File: src/rtl/dpsk_pkg.sv
// Shared QPSK phase/Gray mapping and word geometry helpers for the DQPSK symbol depacker.
package dpsk_pkg;

    localparam logic [1:0] PH_0 = 2'd0;
    localparam logic [1:0] PH_1 = 2'd1;
    localparam logic [1:0] PH_2 = 2'd2;
    localparam logic [1:0] PH_3 = 2'd3;

    // {I,Q} sliced bits to constellation phase index
    function automatic logic [1:0] phase_of(input logic [1:0] iq);
        case (iq)
            2'b11:   phase_of = PH_0;
            2'b01:   phase_of = PH_1;
            2'b00:   phase_of = PH_2;
            default: phase_of = PH_3;
        endcase
    endfunction

    function automatic logic [1:0] gray_of(input logic [1:0] ph);
        case (ph)
            PH_0:    gray_of = 2'b00;
            PH_1:    gray_of = 2'b01;
            PH_2:    gray_of = 2'b11;
            default: gray_of = 2'b10;
        endcase
    endfunction

    function automatic int syms_per_word(input int out_w, input int bps);
        return out_w / bps;
    endfunction

endpackage

File: src/rtl/dpsk_symbol_depacker_sync_fifo.sv
// Registered-pointer FIFO with occupancy count; zero-latency head read, a push while full is
// accepted only when a pop happens in the same cycle.
module sync_fifo #(
    parameter int WIDTH = 8,
    parameter int DEPTH = 8
) (
    input  logic                     clk,
    input  logic                     rst,
    input  logic                     push_i,
    input  logic [WIDTH-1:0]         push_dat_i,
    input  logic                     pop_i,
    output logic [WIDTH-1:0]         head_dat_o,
    output logic                     full_o,
    output logic                     empty_o,
    output logic [$clog2(DEPTH):0]   count_o
);
    localparam int AW = $clog2(DEPTH);

    logic [WIDTH-1:0] mem_q [DEPTH];
    logic [AW-1:0]    wr_q, rd_q;
    logic [AW:0]      cnt_q;
    logic             do_push, do_pop;

    assign full_o     = (cnt_q == (AW+1)'(DEPTH));
    assign empty_o    = (cnt_q == '0);
    assign count_o    = cnt_q;
    assign head_dat_o = mem_q[rd_q];
    assign do_push    = push_i && (!full_o || pop_i);
    assign do_pop     = pop_i && !empty_o;

    always_ff @(posedge clk) begin
        if (do_push) begin
            mem_q[wr_q] <= push_dat_i;
        end
    end

    always_ff @(posedge clk) begin
        if (rst) begin
            wr_q  <= '0;
            rd_q  <= '0;
            cnt_q <= '0;
        end else begin
            if (do_push) begin
                wr_q <= wr_q + 1'b1;
            end
            if (do_pop) begin
                rd_q <= rd_q + 1'b1;
            end
            case ({do_push, do_pop})
                2'b10:   cnt_q <= cnt_q + 1'b1;
                2'b01:   cnt_q <= cnt_q - 1'b1;
                default: cnt_q <= cnt_q;
            endcase
        end
    end

endmodule

File: src/rtl/dpsk_symbol_depacker.sv
// Strobe-enabled slicer, differential decoder and MSB-first packer feeding a valid/ready FIFO.
// Decoded symbol 1 edge after the strobe edge, first word valid 3 edges after; full FIFO drops words.
module dpsk_symbol_depacker
    import dpsk_pkg::*;
#(
    parameter int IN_W         = 35,
    parameter int BITS_PER_SYM = 2,
    parameter int OUT_W        = 8,
    parameter int FIFO_DEPTH   = 8
) (
    input  logic                          clk,
    input  logic                          rst,
    input  logic signed [IN_W-1:0]        i_in,
    input  logic signed [IN_W-1:0]        q_in,
    input  logic                          sym_stb,
    input  logic                          diff_en,
    output logic [BITS_PER_SYM-1:0]       dec_sym,
    output logic                          dec_valid,
    output logic [OUT_W-1:0]              m_data,
    output logic                          m_valid,
    input  logic                          m_ready,
    output logic [$clog2(FIFO_DEPTH):0]   fifo_level,
    output logic                          overflow
);
    localparam int SPW = syms_per_word(OUT_W, BITS_PER_SYM);
    localparam int CW  = (SPW > 1) ? $clog2(SPW) : 1;
    // BPSK differential reference starts at bit 1, QPSK at phase 0
    localparam logic [1:0] PREV_RST = (BITS_PER_SYM == 1) ? 2'b01 : PH_0;

    logic                    stb_q;
    logic [1:0]              slc_q;
    logic [1:0]              prev_q, prev_d;
    logic [BITS_PER_SYM-1:0] sym_d, dec_sym_q;
    logic                    dec_valid_q;
    logic [OUT_W-1:0]        shreg_q, word_d;
    logic [CW-1:0]           cnt_q;
    logic                    pk_vld_q, push_q;
    logic [OUT_W-1:0]        pk_dat_q, push_dat_q;
    logic                    ovf_q;
    logic                    fifo_full, fifo_empty, pop;
    logic                    unused_bits;

    assign unused_bits = ^{i_in[IN_W-2:0], q_in[IN_W-2:0], slc_q, prev_q};

    always_comb begin
        prev_d = prev_q;
        sym_d  = '0;
        if (BITS_PER_SYM == 2) begin
            prev_d = phase_of(slc_q);
            sym_d  = BITS_PER_SYM'(diff_en ? gray_of(phase_of(slc_q) - prev_q) : slc_q);
        end else begin
            prev_d = {1'b0, slc_q[1]};
            sym_d  = BITS_PER_SYM'(diff_en ? (slc_q[1] ^ prev_q[0]) : slc_q[1]);
        end
        word_d = (shreg_q << BITS_PER_SYM) | OUT_W'(sym_d);
    end

    always_ff @(posedge clk) begin
        if (rst) begin
            stb_q       <= 1'b0;
            slc_q       <= '0;
            prev_q      <= PREV_RST;
            dec_sym_q   <= '0;
            dec_valid_q <= 1'b0;
            shreg_q     <= '0;
            cnt_q       <= '0;
            pk_vld_q    <= 1'b0;
            pk_dat_q    <= '0;
            push_q      <= 1'b0;
            push_dat_q  <= '0;
            ovf_q       <= 1'b0;
        end else begin
            stb_q <= sym_stb;
            if (sym_stb) begin
                slc_q <= {~i_in[IN_W-1], ~q_in[IN_W-1]};
            end
            dec_valid_q <= stb_q;
            pk_vld_q    <= 1'b0;
            if (stb_q) begin
                prev_q    <= prev_d;
                dec_sym_q <= sym_d;
                shreg_q   <= word_d;
                if (cnt_q == CW'(SPW - 1)) begin
                    cnt_q    <= '0;
                    pk_vld_q <= 1'b1;
                    pk_dat_q <= word_d;
                end else begin
                    cnt_q <= cnt_q + 1'b1;
                end
            end
            push_q     <= pk_vld_q;
            push_dat_q <= pk_dat_q;
            if (push_q && fifo_full && !pop) begin
                ovf_q <= 1'b1;
            end
        end
    end

    assign pop = m_valid && m_ready;

    sync_fifo #(
        .WIDTH (OUT_W),
        .DEPTH (FIFO_DEPTH)
    ) u_fifo (
        .clk        (clk),
        .rst        (rst),
        .push_i     (push_q),
        .push_dat_i (push_dat_q),
        .pop_i      (pop),
        .head_dat_o (m_data),
        .full_o     (fifo_full),
        .empty_o    (fifo_empty),
        .count_o    (fifo_level)
    );

    assign m_valid   = !fifo_empty;
    assign dec_sym   = dec_sym_q;
    assign dec_valid = dec_valid_q;
    assign overflow  = ovf_q;

endmodule

File: config.mk
export PLATFORM = sky130hd
export DESIGN_NAME = dpsk_symbol_depacker
export DESIGN_NICKNAME = d
export VERILOG_FILES = /design/src/rtl/dpsk_pkg.sv /design/src/rtl/dpsk_symbol_depacker_sync_fifo.sv /design/src/rtl/dpsk_symbol_depacker.sv
export SDC_FILE = /design/constraint.sdc
export NUM_CORES = 1
export LEC_CHECK = 0
export CORE_UTILIZATION = 54
export CTS_CLUSTER_SIZE = 30
export DETAILED_ROUTE_END_ITERATION = 6
export PLACE_DENSITY = 0.9
export SYNTH_ARGS = -nofsm -noshare
export SYNTH_HDL_FRONTEND = slang
export SYNTH_HIERARCHICAL = 1
export SYNTH_SLANG_ARGS = --single-unit
File: constraint.sdc
create_clock -name clk -period 4.2 [get_ports clk]
set_input_delay 0.42 -clock clk [delete_from_list [all_inputs] [get_ports clk]]
set_output_delay 0.42 -clock clk [all_outputs]
set_load 0.01 [all_outputs]
==> results of run 1 <==
==> registers in the layout (all words and copies together) (netlist names), named ones only <==
name / cells
prev_q: 2
overflow: 1
u_fifo/wr_q: 3
push_dat_q: 8
u_fifo/rd_q: 3
pk_vld_q: 1
slc_q: 2
dec_sym: 1
pk_dat_q: 8
u_fifo/count_o: 4
stb_q: 1
shreg_q: 5
u_fifo/mem_q: 64
dec_valid: 1
push_q: 1
cnt_q: 2
==> tightest hold or removal path, stage by stage, from the launching register on <==
cell and delay [ns]:
sky130_fd_sc_hd__dfxtp_1 0.32, sky130_fd_sc_hd__nand2_1 0.05, sky130_fd_sc_hd__a21oi_1 0.05
==> worst min-delay path by stage <==
stage | to | cells after the start | slack (ns) | start
5_1_grt | push_q | 1 | 0.47 | pk_vld_q
3_5_place_dp | pk_dat_q[6] | 2 | 0.44 | pk_dat_q[6]
2_1_floorplan | push_q | 1 | 0.41 | pk_vld_q
3_3_place_gp | pk_dat_q[7] | 2 | 0.44 | pk_dat_q[7]
6_report | pk_dat_q[6] | 2 | 0.46 | pk_dat_q[6]
4_1_cts | pk_dat_q[6] | 2 | 0.46 | pk_dat_q[6]
==> where the power goes <==
part           internal, mW  switching [mW]
logic                0.0245          0.0241
clock network         0.282           0.349
registers              1.13         0.00848
==> layout make-up <==
type                    instances  area, sq um
fillers                       592         2880
flip-flops and latches        110         2840
multi-input cells             149         1320
repair buffers                 30          283
well taps                     102          128
clock buffers                   9          124
clock inverters                 7         80.1
inverters                       9         33.8
==> through the flow <==
| stage | util (%) | setup slack [ns] |
|---|---|---|
| 2_1_floorplan | - | 1.68 |
| 3_3_place_gp | 59.9 | 1.46 |
| 3_5_place_dp | 59.9 | 1.36 |
| 4_1_cts | 62.6 | 1.35 |
| 5_1_grt | 62.6 | 1.16 |
| 6_report | 62.6 | 1.40 |
==> per-layer routing <==
metal	up-vias	GRT usage [%]
li1	1102	-
met1	1102	21.6
met2	31	31.8
met3	6	3.77
met4	0	7.14
met5	-	0
==> synthesized netlist by cell type, drive strengths merged <==
master  count  area share, %
nor3        4           0.47
edfxtp     64             45
mux4       16            8.4
nor4        2           0.29
nand2       6           0.59
nor2b      13            1.9
o211ai      1           0.18
o41a        1           0.26
clkbuf      3           0.26
o22ai       1           0.15
or4b        1           0.32
nor2       29            2.5
dfxtp      46             22
a211o       1           0.20
nor4bb      1           0.23
nand3       2           0.23
o22a        4           0.91
mux2i      11            2.6
ha         11            3.2
buf        11            1.6
a31oi       1           0.15
xor2        6            1.2
a211oi      4           0.70
a311oi      1           0.20
nand2b      4           0.59
mux2        9            2.4
inv         9           0.79
or3         2           0.29
xnor2       3           0.61
nand3b      1           0.18
a21oi       8           0.94
nor3b       2           0.35
o21ai       3           0.61
or2         1           0.15
==> cell families after synthesis <==
| family | synth area share (%) |
|---|---|
| compound gates | 4.30 |
| xor+xnor | 1.84 |
| fa+ha+maj | 3.22 |
| buf+inv | 2.66 |
| flops | 66.5 |
| mux | 13.4 |
| simple gates | 8.13 |
==> metrics.txt, run 1 <==
worst setup path endpoint m_data[4]; post-DR vias/cell 5.39; vias in the first global route 2256; delay of the slowest cell on the worst path 0.83 ns; Antenna diodes 0; Syn Inst Count 282; Power, Total 1.82 mW; Routed Wire Length 6.71 mm; sequence of cells on the critical path mux4_2, mux2_2, clkdlybuf4s50_1; type of the worst setup path reg2out; sinks on the clock net 110; boundary pin count 92; Synth Area per Inst 15.2 sq um; clock root buffer master sky130_fd_sc_hd__clkbuf_8; type of the tightest min-delay check reg2reg; count of buffering cells on the critical path with inverters included 1; post-placement cell count 400; sort of element at the start of the critical path flop; area of the die 8280 sq um; arrival time of the worst setup path 2.38 ns; total power per unit cell area 379 nW/um^2; Setup Skew 0.00972 ns; maximum operating frequency 0.358 GHz; endpoints failing setup 0; Post-Synthesis Net Count 368; amount of wire on met2 after detailed routing 3.59 mm; Top delay family on crit path flip-flops; Final ANT Viol Nets 0; WL met3 145 um; Netlist Area Pre-Place 4280 sq um; sequential cell area fraction in the yosys report 66.5%; total cell area at the placement stage 4610 sq um; final setup TNS 0 ns; total grt overflow 0; result of the run finished, final reports clean; transition time of the tightest slew-check pin 1.03 ns; clock-pin slew reported for the worst setup and hold paths after clock tree synthesis 0.10 ns; average wire per standard cell 16.1 um; CTS max path bufs 2; highest ir drop seen on vdd 0.194 mV; Max transition margin 30.8%; placed wire-length estimate after detailed placement 4.46 mm; RSZ-0062 raised after global routing no; H-Tree Depth 3; logic depth of the worst register-to-register path 11; topmost layer with routed signal wires met4; number of pins exceeding their max-slew limit in the final report 0; min cycle time layout 2.80 ns; post-layout instance area 4810 sq um; clock tree from TritonCTS built; Critical Path End Type output pin; non-filler cells in the finished layout 416; initial antenna violation count 0; routed metal-1 wire length 2.91 mm; highest-count cells in the layout ignoring fill and taps sky130_fd_sc_hd__edfxtp_1, sky130_fd_sc_hd__dfxtp_1, sky130_fd_sc_hd__nor2_1; number of port buffers 23; initial standard-cell utilization of the core 55.6%; floorplan core area 7690 sq um; count of warnings emitted by yosys 6; start of the worst register-to-register path u_fifo/count_o[1]; Synth cell types 40; total number of vias 2241; number of logic stages on the critical path including buffering 3; final worst hold slack 0.456 ns; LEAKAGE 1.69 nW; setup bufs post-CTS 0; Placement Rows 32; number of gates resized after CTS 0; violation count after the first detailed-route iteration 56; Reg2Reg Capture Point u_fifo/count_o[2]; Critical Path Slowest Stage Cell sky130_fd_sc_hd__dfxtp_1; critical path required time 3.78 ns; number of nets in the finished design 395; Max Cap Violations 0; wire length of the first global-routing pass 11.1 mm; Tot GR Track Use 18.0%; worst-path maximum fanout 16; final number of hold-violating endpoints 0; maximum number of pins on one net before global-route repair 31; CTS hold repair buffers 0; most common library cell in the layout ignoring fill and taps sky130_fd_sc_hd__edfxtp_1; number of clock buffers inserted by TritonCTS 9; slack of the worst reg-to-reg path 1.45 ns; worst-skew pair later-pin latency 0.36 ns; synthesis-stage register bit count 110; die outline height 91.0 um; global placer's final weighted congestion 0.749; fraction of layout instances using a drive strength above 1 17.5%; Die Wd 91.0 um; count of TritonRoute iterations in the first routing pass 4; layout-stage area growth over the synthesis result 12.5%; residual DRC count 0; Tcrit/Tclk final 66.6%
Power figures use the tool's default switching activity.
==> inputs of run 2 (changes only) <==
--- a/config.mk
+++ b/config.mk
@@ -5,10 +5,10 @@
 export SDC_FILE = /design/constraint.sdc
 export NUM_CORES = 1
 export LEC_CHECK = 0
-export CORE_UTILIZATION = 54
+export CORE_UTILIZATION = 45
 export CTS_CLUSTER_SIZE = 30
 export DETAILED_ROUTE_END_ITERATION = 6
-export PLACE_DENSITY = 0.9
+export PLACE_DENSITY = 0.81
 export SYNTH_ARGS = -nofsm -noshare
 export SYNTH_HDL_FRONTEND = slang
 export SYNTH_HIERARCHICAL = 1
==> constraint.sdc (replaced) <==
create_clock -name clk -period 2.4 [get_ports clk]
set_input_delay 0.24 -clock clk [delete_from_list [all_inputs] [get_ports clk]]
set_output_delay 0.24 -clock clk [all_outputs]
set_load 0.01 [all_outputs]
==> run 2 against run 1 <==
Combinational power increased by 91%. Power increased by 76%. Highest routed layer unchanged. Cell area increased by 4.6%. Critical endpoint is now u_fifo/count_o[2].
==> metrics.txt, run 2 (same netlist as run 1, synthesis figures left out) <==
global placer's final weighted congestion 0.677 (-9.6%); clock-pin slew reported for the worst setup and hold paths after clock tree synthesis 0.10 ns (about the same); maximum number of pins on one net before global-route repair 21 (-32%); Setup Skew 0.00937 ns (-0.000351 ns); GRT met3 Usage 4.78% (+1.0 points); Final ANT Viol Nets 0 (unchanged); RSZ-0062 raised after global routing yes; worst-path maximum fanout 6 (-10); LEAKAGE 1.81 nW (+6.6%); register bank with the most flops u_fifo/mem_q; min cycle time layout 2.34 ns; highest ir drop seen on vdd 0.455 mV (+130%); critical path required time 2.69 ns (-1.09 ns); most common library cell in the layout ignoring fill and taps sky130_fd_sc_hd__edfxtp_1; arrival time of the worst setup path 2.62 ns (+0.24 ns); count of TritonRoute iterations in the first routing pass 4 (unchanged); clock root buffer master sky130_fd_sc_hd__clkbuf_8; count of buffering cells on the critical path with inverters included 1 (unchanged); Max transition margin 67.5% (+37 points); largest registers u_fifo/mem_q: 64 flops, pk_dat_q: 8 flops, push_dat_q: 8 flops; Max Cap Violations 0 (unchanged); number of nets in the finished design 410 (+3.8%); highest-count cells in the layout ignoring fill and taps sky130_fd_sc_hd__edfxtp_1, sky130_fd_sc_hd__dfxtp_1, sky130_fd_sc_hd__nor2_1; area of the die 9900 sq um (+20%); number of clock buffers inserted by TritonCTS 9 (unchanged); sort of element at the start of the critical path flop; Critical Path End Type flop; Placement Rows 35 (+9.4%); H-Tree Depth 3 (unchanged); number of port buffers 23 (unchanged); initial standard-cell utilization of the core 46.3% (-9.3 points); Setup WS post-layout 0.0642 ns (-1.34 ns); total grt overflow 0 (unchanged); placed wire-length estimate after detailed placement 4.64 mm (+4.0%); worst-skew pair later-pin latency 0.36 ns (about the same); layout-stage area growth over the synthesis result 17.7%; clock tree from TritonCTS built; wire length of the first global-routing pass 11.4 mm (+2.6%); fraction of layout instances using a drive strength above 1 24.3% (+6.8 points); maximum operating frequency 0.428 GHz; setup slack after placement -0.0321 ns (-1.39 ns); Tot GR Track Use 15.3% (-2.8 points); number of pins exceeding their max-slew limit in the final report 0 (unchanged); Critical Path Slowest Stage Cell sky130_fd_sc_hd__dfxtp_4; floorplan core area 9240 sq um (+20%); GR Layer Usage met2 25.9% (-6.0 points); type of the worst setup path reg2reg; type of the tightest min-delay check in2reg; met1 capacity usage during global routing 19.3% (-2.3 points); boundary pin count 92 (unchanged); sequence of cells on the critical path nor4_4, nand2b_4, inv_4, o41a_1, ha_4, xor2_1, ha_2, a21oi_2, xor2_1, or3_1, a21oi_1; layer carrying the most global-route usage met2; endpoints failing setup 0 (unchanged); transition time of the tightest slew-check pin 0.487 ns (-0.548 ns); Die Wd 99.5 um (+9.3%); flip-flop count of the largest register, all copies and words added 64 (unchanged); post-DR vias/cell 4.96 (-8.0%); Antenna diodes 0 (unchanged); total power per unit cell area 637 nW/um^2 (+68%); average wire per standard cell 15.1 um (-6.2%); Tcrit/Tclk final 97.3%; total number of vias 2271 (+1.3%); initial antenna violation count 0 (unchanged); Top delay family on crit path simple AND/OR/NAND/NOR gates; violation count after the first detailed-route iteration 121 (+120%); final setup TNS 0 ns (unchanged); final number of hold-violating endpoints 0 (unchanged); Routed Wire Length 6.93 mm (+3.3%); CTS max path bufs 2 (unchanged); residual DRC count 0 (unchanged); CP dominant cell by count sky130_fd_sc_hd__xor2_1; delay of the slowest cell on the worst path 0.38 ns (-0.45 ns); sinks on the clock net 110 (unchanged); vias in the first global route 2291 (+1.6%); die outline height 99.5 um (+9.3%); result of the run finished, final reports clean
==> run 2: path summary, 6_finish.rpt <==
check / startpoint / to / slack (ns) / cells past startpoint
setup / recovery: u_fifo/count_o[3] / u_fifo/count_o[2] / 0.06 / 11
hold / removal: q_in[34] / slc_q[0] / 0.44 / 2
hold reg to reg: pk_vld_q / push_q / 0.44 / 1
setup reg to reg: u_fifo/count_o[3] / u_fifo/count_o[2] / 0.06 / 11
==> run 2: where the power goes <==
group          internal, mW  leakage, nW  switching, mW
Sequential             1.98        0.974        0.00948
Clock                 0.540        0.109          0.582
Combinational        0.0446        0.722         0.0480
==> run 2: per-layer routing <==
layer,vias up,share of wire (%)
met1,1103,46
li1,1124,-
met5,-,0
met4,0,0.75
met3,7,3.1
met2,37,50
==> run 2: metrics by stage <==
step	cell area, sq um	hold slack [ns]	power (mW)	std cells	util (%)
finish	5030	0.440	3.21	458	54.5
global route	5030	0.435	3.33	458	54.5
CTS	4970	0.432	3.23	455	53.8
detailed placement	4760	0.431	2.13	439	51.5
global placement	4760	0.432	2.13	439	51.5
floorplan	4300	0.323	2.10	282	-
==> run 2: final cells by class <==
| class | count | area, sq um |
|---|---|---|
| inverters | 9 | 36.3 |
| flip-flops and latches | 110 | 2850 |
| multi-input cells | 149 | 1380 |
| well taps | 129 | 161 |
| repair buffers | 45 | 398 |
| clock buffers | 11 | 151 |
| clock inverters | 5 | 57.6 |
| fillers | 743 | 4210 |
==> run 2: timing repair <==
action	in CTS	in global routing
endpoints found under the setup margin	9	2
hold buffers	0	0
endpoints found under the hold margin	0	0
buffers inserted	0	3
pin swaps	0	4
gates resized for setup	9	10
==> run 2: worst reg2reg max path, delay by kind of cell, from the launching register on <==
kind | cells | cell delay (ns)
AND/OR/NAND/NOR | 3 | 0.79
AO/OA/AOI/OAI | 3 | 0.42
adder cells (fa/ha/maj) | 2 | 0.40
flip-flops | 1 | 0.38
XOR/XNOR | 2 | 0.24
buffers and inverters | 1 | 0.04
==> inputs of run 3 (changes only) <==
--- a/config.mk
+++ b/config.mk
@@ -8,6 +8,7 @@
 export CORE_UTILIZATION = 45
 export CTS_CLUSTER_SIZE = 30
 export DETAILED_ROUTE_END_ITERATION = 6
+export HOLD_SLACK_MARGIN = 0.1
 export PLACE_DENSITY = 0.81
 export SYNTH_ARGS = -nofsm -noshare
 export SYNTH_HDL_FRONTEND = slang
==> results of run 3 <==
Same layout as run 2: the final DEF is identical, and so are final timing and power.
